[src/rtl/mem_arbiter_if.sv]
// Requester handshake and memory bus of mem_arbiter, with arbiter-side (slave) and requester-side (master) modports.
// With MEM_ARB_LOCK_EN defined, also carries the lock0/lock1 inputs.
interface mem_arbiter_if #(
    parameter int ADDR_W = 7,
    parameter int DATA_W = 16
);
    logic              req0;
    logic              we0;
    logic [ADDR_W-1:0] addr0;
    logic [DATA_W-1:0] wdata0;
    logic              req1;
    logic              we1;
    logic [ADDR_W-1:0] addr1;
    logic [DATA_W-1:0] wdata1;
`ifdef MEM_ARB_LOCK_EN
    logic              lock0;
    logic              lock1;
`endif
    logic              gnt0;
    logic              gnt1;
    logic              ack0;
    logic              ack1;
    logic [DATA_W-1:0] rdata;
    logic              busy;
    logic [ADDR_W-1:0] mem_addr;
    logic [DATA_W-1:0] mem_data;
    logic              mem_wren;
    logic [DATA_W-1:0] mem_q;

    modport slave (
`ifdef MEM_ARB_LOCK_EN
        input  lock0, lock1,
`endif
        input  req0, we0, addr0, wdata0,
        input  req1, we1, addr1, wdata1,
        input  mem_q,
        output gnt0, gnt1, ack0, ack1, rdata, busy,
        output mem_addr, mem_data, mem_wren
    );

    modport master (
`ifdef MEM_ARB_LOCK_EN
        output lock0, lock1,
`endif
        output req0, we0, addr0, wdata0,
        output req1, we1, addr1, wdata1,
        output mem_q,
        input  gnt0, gnt1, ack0, ack1, rdata, busy,
        input  mem_addr, mem_data, mem_wren
    );
endinterface

[src/rtl/mem_arbiter.sv]
// Round-robin arbiter sequencing two requesters onto one single-port synchronous memory.
// Define MEM_ARB_LOCK_EN to let a granted port keep the memory across back-to-back accesses.
module mem_arbiter #(
    parameter int ADDR_W = 7,
    parameter int DATA_W = 16,
    parameter int RD_LAT = 2
) (
    input  logic         clock,
    input  logic         resetn,
    mem_arbiter_if.slave bus
);
    localparam int CNT_W = 3;

    typedef enum logic [1:0] {IDLE, ISSUE, WAIT, ACK} state_t;

    state_t            state;
    state_t            state_nxt;
    logic              owner;
    logic              last_grant;
    logic              we_r;
    logic [CNT_W-1:0]  cnt;
    logic [ADDR_W-1:0] addr_r;
    logic [DATA_W-1:0] data_r;
    logic [DATA_W-1:0] rdata_r;
    logic              any_req;
    logic              win;
    logic              locked_req;

    // A port that held its lock through ACK keeps the memory if it asks again at once.
`ifdef MEM_ARB_LOCK_EN
    logic lock_hold;

    always_ff @(posedge clock or negedge resetn) begin
        if (!resetn) begin
            lock_hold <= 1'b0;
        end else begin
            lock_hold <= (state == ACK) && (owner ? bus.lock1 : bus.lock0);
        end
    end

    assign locked_req = lock_hold && (owner ? bus.req1 : bus.req0);
`else
    assign locked_req = 1'b0;
`endif

    always_comb begin
        any_req = bus.req0 | bus.req1;
        if (locked_req) begin
            win = owner;
        end else if (bus.req0 && bus.req1) begin
            win = ~last_grant;
        end else begin
            win = bus.req1 & ~bus.req0;
        end
    end

    always_ff @(posedge clock or negedge resetn) begin
        // NOTE: sequential state uses non-blocking assignments so every register samples pre-edge values.
        if (!resetn) begin
            state <= IDLE;
        end else begin
            state <= state_nxt;
        end
    end

    always_comb begin
        // NOTE: default assignment first, so no path through the case can infer a latch.
        state_nxt = state;
        case (state)
            IDLE:    if (any_req) state_nxt = ISSUE;
            ISSUE:   state_nxt = we_r ? ACK : WAIT;
            WAIT:    if (cnt == '0) state_nxt = ACK;
            ACK:     state_nxt = IDLE;
            default: state_nxt = IDLE;
        endcase
    end

    always_ff @(posedge clock or negedge resetn) begin
        if (!resetn) begin
            owner      <= 1'b0;
            last_grant <= 1'b1;
            we_r       <= 1'b0;
            cnt        <= '0;
            addr_r     <= '0;
            data_r     <= '0;
            rdata_r    <= '0;
        end else begin
            case (state)
                IDLE: begin
                    if (any_req) begin
                        owner  <= win;
                        we_r   <= win ? bus.we1 : bus.we0;
                        addr_r <= win ? bus.addr1 : bus.addr0;
                        data_r <= win ? bus.wdata1 : bus.wdata0;
                    end
                end
                ISSUE: begin
                    if (!we_r) cnt <= CNT_W'(RD_LAT - 1);
                end
                WAIT: begin
                    // Counter at zero marks the cycle in which mem_q carries the read word.
                    if (cnt == '0) begin
                        rdata_r <= bus.mem_q;
                    end else begin
                        cnt <= cnt - 1'b1;
                    end
                end
                ACK: begin
                    last_grant <= owner;
                end
                default: ;
            endcase
        end
    end

    always_comb begin
        bus.busy     = (state != IDLE);
        bus.gnt0     = (state != IDLE) && !owner;
        bus.gnt1     = (state != IDLE) && owner;
        bus.ack0     = (state == ACK) && !owner;
        bus.ack1     = (state == ACK) && owner;
        bus.mem_wren = (state == ISSUE) && we_r;
    end

    assign bus.mem_addr = addr_r;
    assign bus.mem_data = data_r;
    assign bus.rdata    = rdata_r;
endmodule

[src/flat_wrapper.sv]
// flat-port wrapper written by rule: the top's interface ports become plain ports
module mem_arbiter_flat 
#(
    parameter int ADDR_W = 7,
    parameter int DATA_W = 16,
    parameter int RD_LAT = 2
)
  (clock, resetn, bus_req0, bus_we0, bus_addr0, bus_wdata0, bus_req1, bus_we1, bus_addr1, bus_wdata1, bus_mem_q, bus_gnt0, bus_gnt1, bus_ack0, bus_ack1, bus_rdata, bus_busy, bus_mem_addr, bus_mem_data, bus_mem_wren);
  mem_arbiter_if #(.ADDR_W(ADDR_W), .DATA_W(DATA_W)) bus_i ();
  input  logic clock;
  input  logic resetn;
  input wire logic [$bits(bus_i.req0)-1:0] bus_req0;
  input wire logic [$bits(bus_i.we0)-1:0] bus_we0;
  input wire logic [$bits(bus_i.addr0)-1:0] bus_addr0;
  input wire logic [$bits(bus_i.wdata0)-1:0] bus_wdata0;
  input wire logic [$bits(bus_i.req1)-1:0] bus_req1;
  input wire logic [$bits(bus_i.we1)-1:0] bus_we1;
  input wire logic [$bits(bus_i.addr1)-1:0] bus_addr1;
  input wire logic [$bits(bus_i.wdata1)-1:0] bus_wdata1;
  input wire logic [$bits(bus_i.mem_q)-1:0] bus_mem_q;
  output wire logic [$bits(bus_i.gnt0)-1:0] bus_gnt0;
  output wire logic [$bits(bus_i.gnt1)-1:0] bus_gnt1;
  output wire logic [$bits(bus_i.ack0)-1:0] bus_ack0;
  output wire logic [$bits(bus_i.ack1)-1:0] bus_ack1;
  output wire logic [$bits(bus_i.rdata)-1:0] bus_rdata;
  output wire logic [$bits(bus_i.busy)-1:0] bus_busy;
  output wire logic [$bits(bus_i.mem_addr)-1:0] bus_mem_addr;
  output wire logic [$bits(bus_i.mem_data)-1:0] bus_mem_data;
  output wire logic [$bits(bus_i.mem_wren)-1:0] bus_mem_wren;
  assign bus_i.req0 = bus_req0;
  assign bus_i.we0 = bus_we0;
  assign bus_i.addr0 = bus_addr0;
  assign bus_i.wdata0 = bus_wdata0;
  assign bus_i.req1 = bus_req1;
  assign bus_i.we1 = bus_we1;
  assign bus_i.addr1 = bus_addr1;
  assign bus_i.wdata1 = bus_wdata1;
  assign bus_i.mem_q = bus_mem_q;
  assign bus_gnt0 = bus_i.gnt0;
  assign bus_gnt1 = bus_i.gnt1;
  assign bus_ack0 = bus_i.ack0;
  assign bus_ack1 = bus_i.ack1;
  assign bus_rdata = bus_i.rdata;
  assign bus_busy = bus_i.busy;
  assign bus_mem_addr = bus_i.mem_addr;
  assign bus_mem_data = bus_i.mem_data;
  assign bus_mem_wren = bus_i.mem_wren;
  mem_arbiter #(.ADDR_W(ADDR_W), .DATA_W(DATA_W), .RD_LAT(RD_LAT)) u_core (.clock(clock), .resetn(resetn), .bus(bus_i));
endmodule
[config.mk]
export PLATFORM = sky130hd
export DESIGN_NAME = mem_arbiter_flat
export DESIGN_NICKNAME = d
export VERILOG_FILES = /design/src/rtl/mem_arbiter_if.sv /design/src/rtl/mem_arbiter.sv /design/src/flat_wrapper.sv
export SDC_FILE = /design/constraint.sdc
export NUM_CORES = 1
export LEC_CHECK = 0
export CORE_ASPECT_RATIO = 0.8
export CORE_UTILIZATION = 43
export DETAILED_ROUTE_END_ITERATION = 12
export HOLD_SLACK_MARGIN = 0.05
export PLACE_DENSITY = 0.89
export SLEW_MARGIN = 20
export SYNTH_ARGS = -nofsm -noshare
export SYNTH_HDL_FRONTEND = slang
export SYNTH_SLANG_ARGS = --single-unit
[constraint.sdc]
create_clock -name clock -period 4.2 [get_ports clock]
set_clock_uncertainty 0.15 [all_clocks]
set_input_delay 0.84 -clock clock [delete_from_list [all_inputs] [get_ports clock]]
set_output_delay 0.84 -clock clock [all_outputs]
set_load 0.005 [all_outputs]
==> results.tsv, run 1 <==
metric	value	unit
outcome	finished, final reports clean	
path_max_fanout	7	
path_buf_inv	2	
die-area	5520	µm²
setup_violations	0	
numCtsBuffers	5	
final_common_cell	clkdlybuf4s50_1	
chipWidth	82.8	µm
postCtsSetupRepairBufs	0	
wirelength	5.71	mm
max_clock_freq	362	MHz
grt_pass1_wl	8.87	mm
finalCritPeriodShare	0.657	
peakVddDrop	0.298	mV
dp_hpwl	4.16	mm
hold_path_class	reg2reg	
syn_nets	285	
worst_ep_required_time	3210	ps
vias_per_cell	5.06	
critPathKind	reg2out	
synth_area	2250	µm²
hold_slack	359	ps
pin_count	113	
cts_resized	0	
slew_headroom	0.346	
drive_above_1_share	0.100	
path_cells	inv_1, ha_1, nor2b_1, clkdlybuf4s50_1	
area_growth	53.7	%
hold_viol_final	0	
gp_congestion	0.764	
grt_overflow	0	
synth-xor-area-share	0	
instances_no_fill	381	
synth_mux_area_frac	0.114	
rsz0062_at_grt	no	
cts-root-buf	clkbuf_8	
coreArea	5010	µm²
setup_tns	0	ps
slowest_delay	530	ps
yosys-top-cells-area	dfrtp_1 51%, a21oi_1 10%, mux2_4 6.0%, mux2_2 4.5%, nand2_1 4.5%	
synthCells	211	
drt-initial-drc-count	79	
synth_fa_ha_area_frac	0.0334	
cp-start-kind	register	
tritoncts	done	
synth_top_area_frac	0.513	
yosysTopAreaCell	dfrtp_1	
start_util	0.449	
crit_arrival	1770	ps
path_clk_slew	80	ps
drc_errors	0	
grt_max_degree	48	
cp-end-kind	output pin	
drv_slew	0	
grt_pass1_vias	1854	
critical-path-top-delay-family	buffers and inverters	
yosysWarnings	0	
powerDensity	661	nW/µm²
worst_path_max_delay_cell	clkdlybuf4s50_1	
worstSkewPairLatency	290	ps
synth_top_family_by_area	compound AO/OA/AOI/OAI gates	
cts.sinks	47	
period_needed	2760	ps
syn_area_per_cell	10.6	µm²
grt_use_total	0.202	
synth_compound_area_frac	0.153	
die_h	66.6	µm
nNetsFinal	393	
ant_nets	0	
wl_per_cell	15.0	µm
vias	1927	
antenna_found_initial	0	
port_buffers	112	
maxCapViolCount	0	
layout_common_cells	111 x clkdlybuf4s50_1, 47 x a21oi_1, 46 x dfrtp_1	
synthSimpleGateAreaFrac	0.125	
p_leak	0.00152	µW
std_cell_rows	23	
tightest_slew	980	ps
first_pass_iters	6	
place_inst	374	
yosysUniqueCellTypes	33	
ys_ff_latch	47	
yosysSeqAreaShare	0.524	
ctsHoldBuffers	0	
cts_max_level	2	
clk_path_buf_depth	2	
antenna_cells	0	
## kinds of logic (layout without fill, tap and decap cells)
group	count (synthesis)	count (layout)
AOI/OAI and AO/OA	59	59
adders and majority gates	6	6
buffers and inverters	16	124
DFF	47	47
muxes	20	20
and+or+nand+nor	63	63
## layout make-up
cell class	count	area (µm²)
Timing Repair Buffer	112	1120
Clock buffer	6	72.6
Tap cell	62	77.6
Multi-Input combinational cell	148	957
Inverter	5	18.8
Sequential cell	47	1180
Clock inverter	1	30.0
Fill cell	378	1560
## layer usage
| layer | wire [µm] | global-route usage |
|---|---|---|
| met5 | 0 | 0 |
| met4 | 114 | 0.0625 |
| met3 | 243 | 0.0397 |
| met2 | 2840 | 0.348 |
| met1 | 2520 | 0.258 |
## path summary, 6_finish.rpt
| kind | startpoint | slack [ps] | cells past startpoint | to |
|---|---|---|---|---|
| setup / recovery | u_core.state[0]$_DFFE_PN0P_ | 1440 | 4 | bus_gnt1 |
| hold / removal | u_core.bus.rdata[5]$_DFFE_PN0P_ | 360 | 1 | u_core.bus.rdata[5]$_DFFE_PN0P_ |
| setup reg to reg | u_core.state[0]$_DFFE_PN0P_ | 2090 | 5 | u_core.bus.mem_data[12]$_DFFE_PN0P_ |
| hold reg to reg | u_core.bus.rdata[5]$_DFFE_PN0P_ | 360 | 1 | u_core.bus.rdata[5]$_DFFE_PN0P_ |
| max in group asynchronous | resetn | 3100 | 1 | u_core.owner$_DFFE_PN0P_ |
| min in group asynchronous | resetn | 390 | 1 | u_core.bus.mem_data[0]$_DFFE_PN0P_ |
## cells in the mapped netlist
cell type,number
a2111o_1,1
a21bo_2,1
a21boi_0,1
a21boi_4,1
a21oi_1,47
a21oi_2,2
a22oi_1,1
and2_1,2
and4_1,1
buf_2,3
buf_4,3
buf_6,2
clkbuf_2,1
clkbuf_8,2
dfrtp_1,46
dfstp_2,1
ha_1,6
inv_1,5
mux2_2,9
mux2_4,9
mux2i_1,2
nand2_1,27
nand2b_1,1
nand3_1,1
nand3b_4,1
nor2_1,26
nor2b_1,2
nor4bb_1,1
o211a_1,1
o21a_1,1
o21ai_0,2
o21ai_2,1
or2b_1,1
## worst reg2reg max path, delay by kind of cell, from the launching register on
| kind | cells | cell delay (ps) |
|---|---|---|
| simple gates | 1 | 120 |
| buf+inv | 1 | 140 |
| fa+ha+maj | 1 | 320 |
| compound gates | 2 | 910 |
| flops | 1 | 420 |
## through the flow
step           worst slack [ps]  area, µm²   util  total power, µW
2_1_floorplan              2300       2250      -             1380
3_3_place_gp               1510       3350  0.668             1940
3_5_place_dp               1460       3350  0.668             1980
4_1_cts                    1440       3450  0.689             2300
5_1_grt                    1350       3450  0.689             2440
6_report                   1440       3450  0.689             2280
## registers in the layout, summed over array words and instances, names as in the netlist
signal               cells
u_core.bus.mem_addr      7
u_core.bus.mem_data     16
u_core.bus.rdata        16
u_core.cnt               3
u_core.last_grant        1
u_core.owner             1
u_core.state             2
u_core.we_r              1
## power breakdown
| group | switching [µW] | internal [µW] | total [µW] | leakage [µW] |
|---|---|---|---|---|
| logic | 450 | 705 | 1160 | 0.000927 |
| clock network | 140 | 175 | 314 | 0.0000513 |
| registers | 132 | 682 | 814 | 0.000537 |
| total | 722 | 1560 | 2280 | 0.00152 |
Note: power is estimated with default switching activity, not from simulation.
==> inputs of run 2 (changes only) <==
Settings changed: CORE_UTILIZATION 43 to 40, PLACE_DENSITY 0.89 to 0.84.
Clock period 4.2 ns to 2.9 ns, I/O delays scaled along.
==> results.tsv, run 2 (synthesis gave the netlist of run 1 again) <==
metric	value	unit
tightest_slew	654	ps
clk_path_buf_depth	2	
vias_per_cell	4.75	
hold_slack	227	ps
drt-initial-drc-count	70	
fin_ws	462	ps
postCtsSetupRepairBufs	0	
wirelength	5.36	mm
area_growth	54.5	%
total_power	3230	µW
vias	1903	
finalCritPeriodShare	0.841	
path_clk_slew	90	ps
tritoncts	done	
ctsHoldBuffers	0	
crit_end	bus_gnt1	
hold_viol_final	0	
grt_pass1_wl	8.78	mm
power.switching	1040	µW
cts-root-buf	clkbuf_8	
chipWidth	85.8	µm
cp-startpoint	u_core.state[0]$_DFFE_PN0P_	
p_leak	0.00152	µW
worst_ep_required_time	2170	ps
port_buffers	112	
power_frac_comb	0.516	
start_util	0.413	
peakVddDrop	0.439	mV
slew_headroom	0.563	
std_cell_rows	24	
outcome	finished, final reports clean	
drv_slew	0	
fill_cells	454	
layout_common_cells	111 x clkdlybuf4s50_1, 47 x a21oi_1, 46 x dfrtp_1	
antenna_cells	0	
r2r_start	u_core.state[0]$_DFFE_PN0P_	
p_seq_frac	0.367	
wl_per_cell	13.4	µm
worst_path_max_delay_cell	clkdlybuf4s50_1	
reg2reg_slack	1060	ps
crit_arrival	1710	ps
critPathKind	reg2out	
powerDensity	929	nW/µm²
die-area	5920	µm²
timing.rr.end	u_core.bus.rdata[14]$_DFFE_PN0P_	
grt_pass1_vias	1950	
p_int	2190	µW
nNetsFinal	396	
cts_resized	0	
max_clock_freq	410	MHz
setup_tns	0	ps
maxCapViolCount	0	
numCtsBuffers	5	
ant_nets	0	
die_h	69.0	µm
dp_hpwl	3.86	mm
antenna_found_initial	0	
drc_errors	0	
gp_congestion	0.738	
first_pass_iters	4	
grt_use_total	0.186	
hold_path_class	in2async	
rsz0062_at_grt	no	
cp-start-kind	register	
pin_count	113	
final_common_cell	clkdlybuf4s50_1	
path_cells	inv_1, ha_1, nor2b_1, clkdlybuf4s50_1	
swShare	0.322	
clockPowerShare	0.116	
path_max_fanout	7	
cp-end-kind	output pin	
period_needed	2440	ps
cts.sinks	47	
dpl_worst_slack	589	ps
setup_violations	0	
cts_max_level	2	
grt_max_degree	48	
r2r_cells	4	
grt_overflow	0	
worstSkewPairLatency	300	ps
drive_above_1_share	0.108	
coreArea	5440	µm²
slowest_delay	500	ps
run 2: final cells by class:
cell class,count,area (µm²),area share
Sequential cell,47,1180,0.339
Timing Repair Buffer,115,1140,0.328
Multi-Input combinational cell,148,957,0.276
Tap cell,78,97.6,0.0281
Clock buffer,7,76.3,0.0220
Inverter,5,18.8,0.00541
Clock inverter,1,5.00,0.00144
run 2: worst min-delay path by stage:
stage	to	slack, ps	start	cells after the start
after floorplan	u_core.bus.mem_addr[0]$_DFFE_PN0P_	130	resetn	0
after global placement	u_core.bus.rdata[2]$_DFFE_PN0P_	340	u_core.bus.rdata[2]$_DFFE_PN0P_	1
after detailed placement	u_core.bus.rdata[4]$_DFFE_PN0P_	340	u_core.bus.rdata[4]$_DFFE_PN0P_	1
after CTS	u_core.we_r$_DFFE_PN0P_	240	resetn	2
after global routing	u_core.we_r$_DFFE_PN0P_	280	resetn	2
final	u_core.cnt[0]$_DFFE_PN0P_	230	resetn	2
run 2: per-stage QoR:
stage	util	area, µm²	std cells
floorplan	-	2250	211
global placement	0.624	3390	393
detailed placement	0.624	3390	393
CTS	0.639	3470	401
global route	0.639	3470	401
finish	0.639	3470	401
run 2: metal layers:
metal / routed length (µm) / GRT usage
met2: 2450 / 0.314
met4: 26 / 0.0278
met1: 2490 / 0.242
met3: 405 / 0.0563
met5: 0 / 0
run 2: critical path, delay by kind of cell, from the launching register on:
family                   cells  cell delay [ps]
adder cells (fa/ha/maj)      1              300
buffers and inverters        2              600
flip-flops                   1              400
AND/OR/NAND/NOR              1              130
run 2: power groups by stage:
stage          clock, µW  combinational [µW]  sequential (µW)
2_1_floorplan          0                 800             1190
3_3_place_gp           0                1630             1180
3_5_place_dp           0                1680             1200
4_1_cts              390                1690             1190
5_1_grt              419                1820             1230
6_report             375                1670             1180
==> inputs of run 3 (changes only) <==
Clock period 2.9 ns to 2.35 ns, I/O delays scaled along.
==> results.tsv, run 3 (synthesis gave the netlist of run 1 again) <==
metric	value	unit
nNetsFinal	399	
grt_overflow	0	
worstSkewPairLatency	300	ps
critPathKind	reg2out	
tritoncts	done	
drive_above_1_share	0.126	
antenna_cells	0	
peakVddDrop	0.670	mV
cp-end-kind	output pin	
grt_use_total	0.188	
hold_viol_final	0	
wl_per_cell	13.3	µm
area_growth	56.4	%
final_common_cell	clkdlybuf4s50_1	
critical-path-top-delay-family	buffers and inverters	
grt_pass1_vias	1951	
setup_violations	0	
path_clk_slew	80	ps
vias	1937	
std_cell_rows	24	
fill_cells	450	
die-area	5920	µm²
swShare	0.323	
pin_count	113	
cts-root-buf	clkbuf_8	
slew_headroom	0.630	
ant_nets	0	
crit_arrival	1640	ps
drv_slew	0	
clockPowerShare	0.116	
rsz0062_at_grt	no	
wirelength	5.38	mm
maxCapViolCount	0	
drc_errors	0	
start_util	0.413	
layout_common_cells	111 x clkdlybuf4s50_1, 47 x a21oi_1, 46 x dfrtp_1	
slowest_delay	520	ps
path_max_fanout	4	
cp-start-kind	register	
tightest_slew	556	ps
max_clock_freq	443	MHz
coreArea	5440	µm²
port_buffers	112	
dpl_worst_slack	227	ps
gp_congestion	0.760	
first_pass_iters	4	
dp_hpwl	3.94	mm
antenna_found_initial	0	
fin_area	3510	µm²
grt_pass1_wl	8.80	mm
hold_path_class	reg2reg	
clk_path_buf_depth	2	
worst_path_max_delay_cell	clkdlybuf4s50_1	
powerDensity	1140	nW/µm²
p_leak	0.00154	µW
vias_per_cell	4.79	
path_buf_inv	2	
grt_max_degree	26	
cts.sinks	47	
outcome	finished, final reports clean	
numCtsBuffers	5	
path_cells	inv_2, ha_1, and2_1, clkdlybuf4s50_1	
p_seq_frac	0.365	
drt-initial-drc-count	39	
p_int	2710	µW
period_needed	2260	ps
total_power	4010	µW
fin_ws	90.4	ps
chipWidth	85.8	µm
hold_slack	363	ps
power_frac_comb	0.519	
dpl_cell_area	3410	µm²
setup_tns	0	ps
cts_max_level	2	
worst_ep_required_time	1730	ps
die_h	69.0	µm
power.switching	1300	µW
finalCritPeriodShare	0.962	
run 3: area by class of cell:
type                            count  area [µm²]  share of cell area
Tap cell                           78        97.6              0.0278
Sequential cell                    47        1180               0.335
Inverter                            5        18.8             0.00534
Timing Repair Buffer              118        1180               0.335
Clock buffer                        5        68.8              0.0196
Multi-Input combinational cell    148         960               0.273
Clock inverter                      3        15.0             0.00427
run 3: path summary, 6_finish.rpt:
kind	from	endpoint	slack, ps	cells after the start
worst min register to register	u_core.bus.rdata[2]$_DFFE_PN0P_	u_core.bus.rdata[2]$_DFFE_PN0P_	360	1
worst min-delay path	u_core.bus.rdata[2]$_DFFE_PN0P_	u_core.bus.rdata[2]$_DFFE_PN0P_	360	1
worst max-delay path	u_core.state[1]$_DFFE_PN0P_	bus_mem_wren	90	4
min in group asynchronous	resetn	u_core.bus.rdata[5]$_DFFE_PN0P_	540	2
max in group asynchronous	resetn	u_core.bus.rdata[14]$_DFFE_PN0P_	990	3
worst max register to register	u_core.state[0]$_DFFE_PN0P_	u_core.bus.rdata[11]$_DFFE_PN0P_	530	4
run 3: power groups by stage:
| stage | clock (µW) | sequential [µW] | combinational [µW] |
|---|---|---|---|
| final | 467 | 1460 | 2080 |
| after global routing | 526 | 1510 | 2270 |
| after CTS | 489 | 1470 | 2100 |
| after detailed placement | 0 | 1470 | 2080 |
| after global placement | 0 | 1460 | 2030 |
| after floorplan | 0 | 1470 | 987 |
run 3: worst register-to-register path: stages (launching register included):
cell      delay, ps
dfrtp_1         380
inv_1           130
ha_1            350
nand3b_4        320
mux2_4          390
run 3: through the flow:
stage / instances / util
floorplan: 211 / -
global placement: 394 / 0.627
detailed placement: 394 / 0.627
CTS: 403 / 0.645
global route: 404 / 0.646
finish: 404 / 0.646
run 3: repair_timing:
item / CTS / global route
cloned: 0 / 0
endpoints found under the setup margin: 3 / 4
resized for setup: 1 / 1
hold buffers: 1 / 0
hold endpoints to repair: 21 / 0
setup buffers: 0 / 1
run 3: per-layer routing:
layer  global-route usage  wire length [µm]  vias to the layer above
met1                0.234              2430                      907
li1                     -                 -                      938
met3               0.0551               372                       10
met4               0.0667                92                        0
met5                    0                 0                        -
met2                0.311              2480                       82
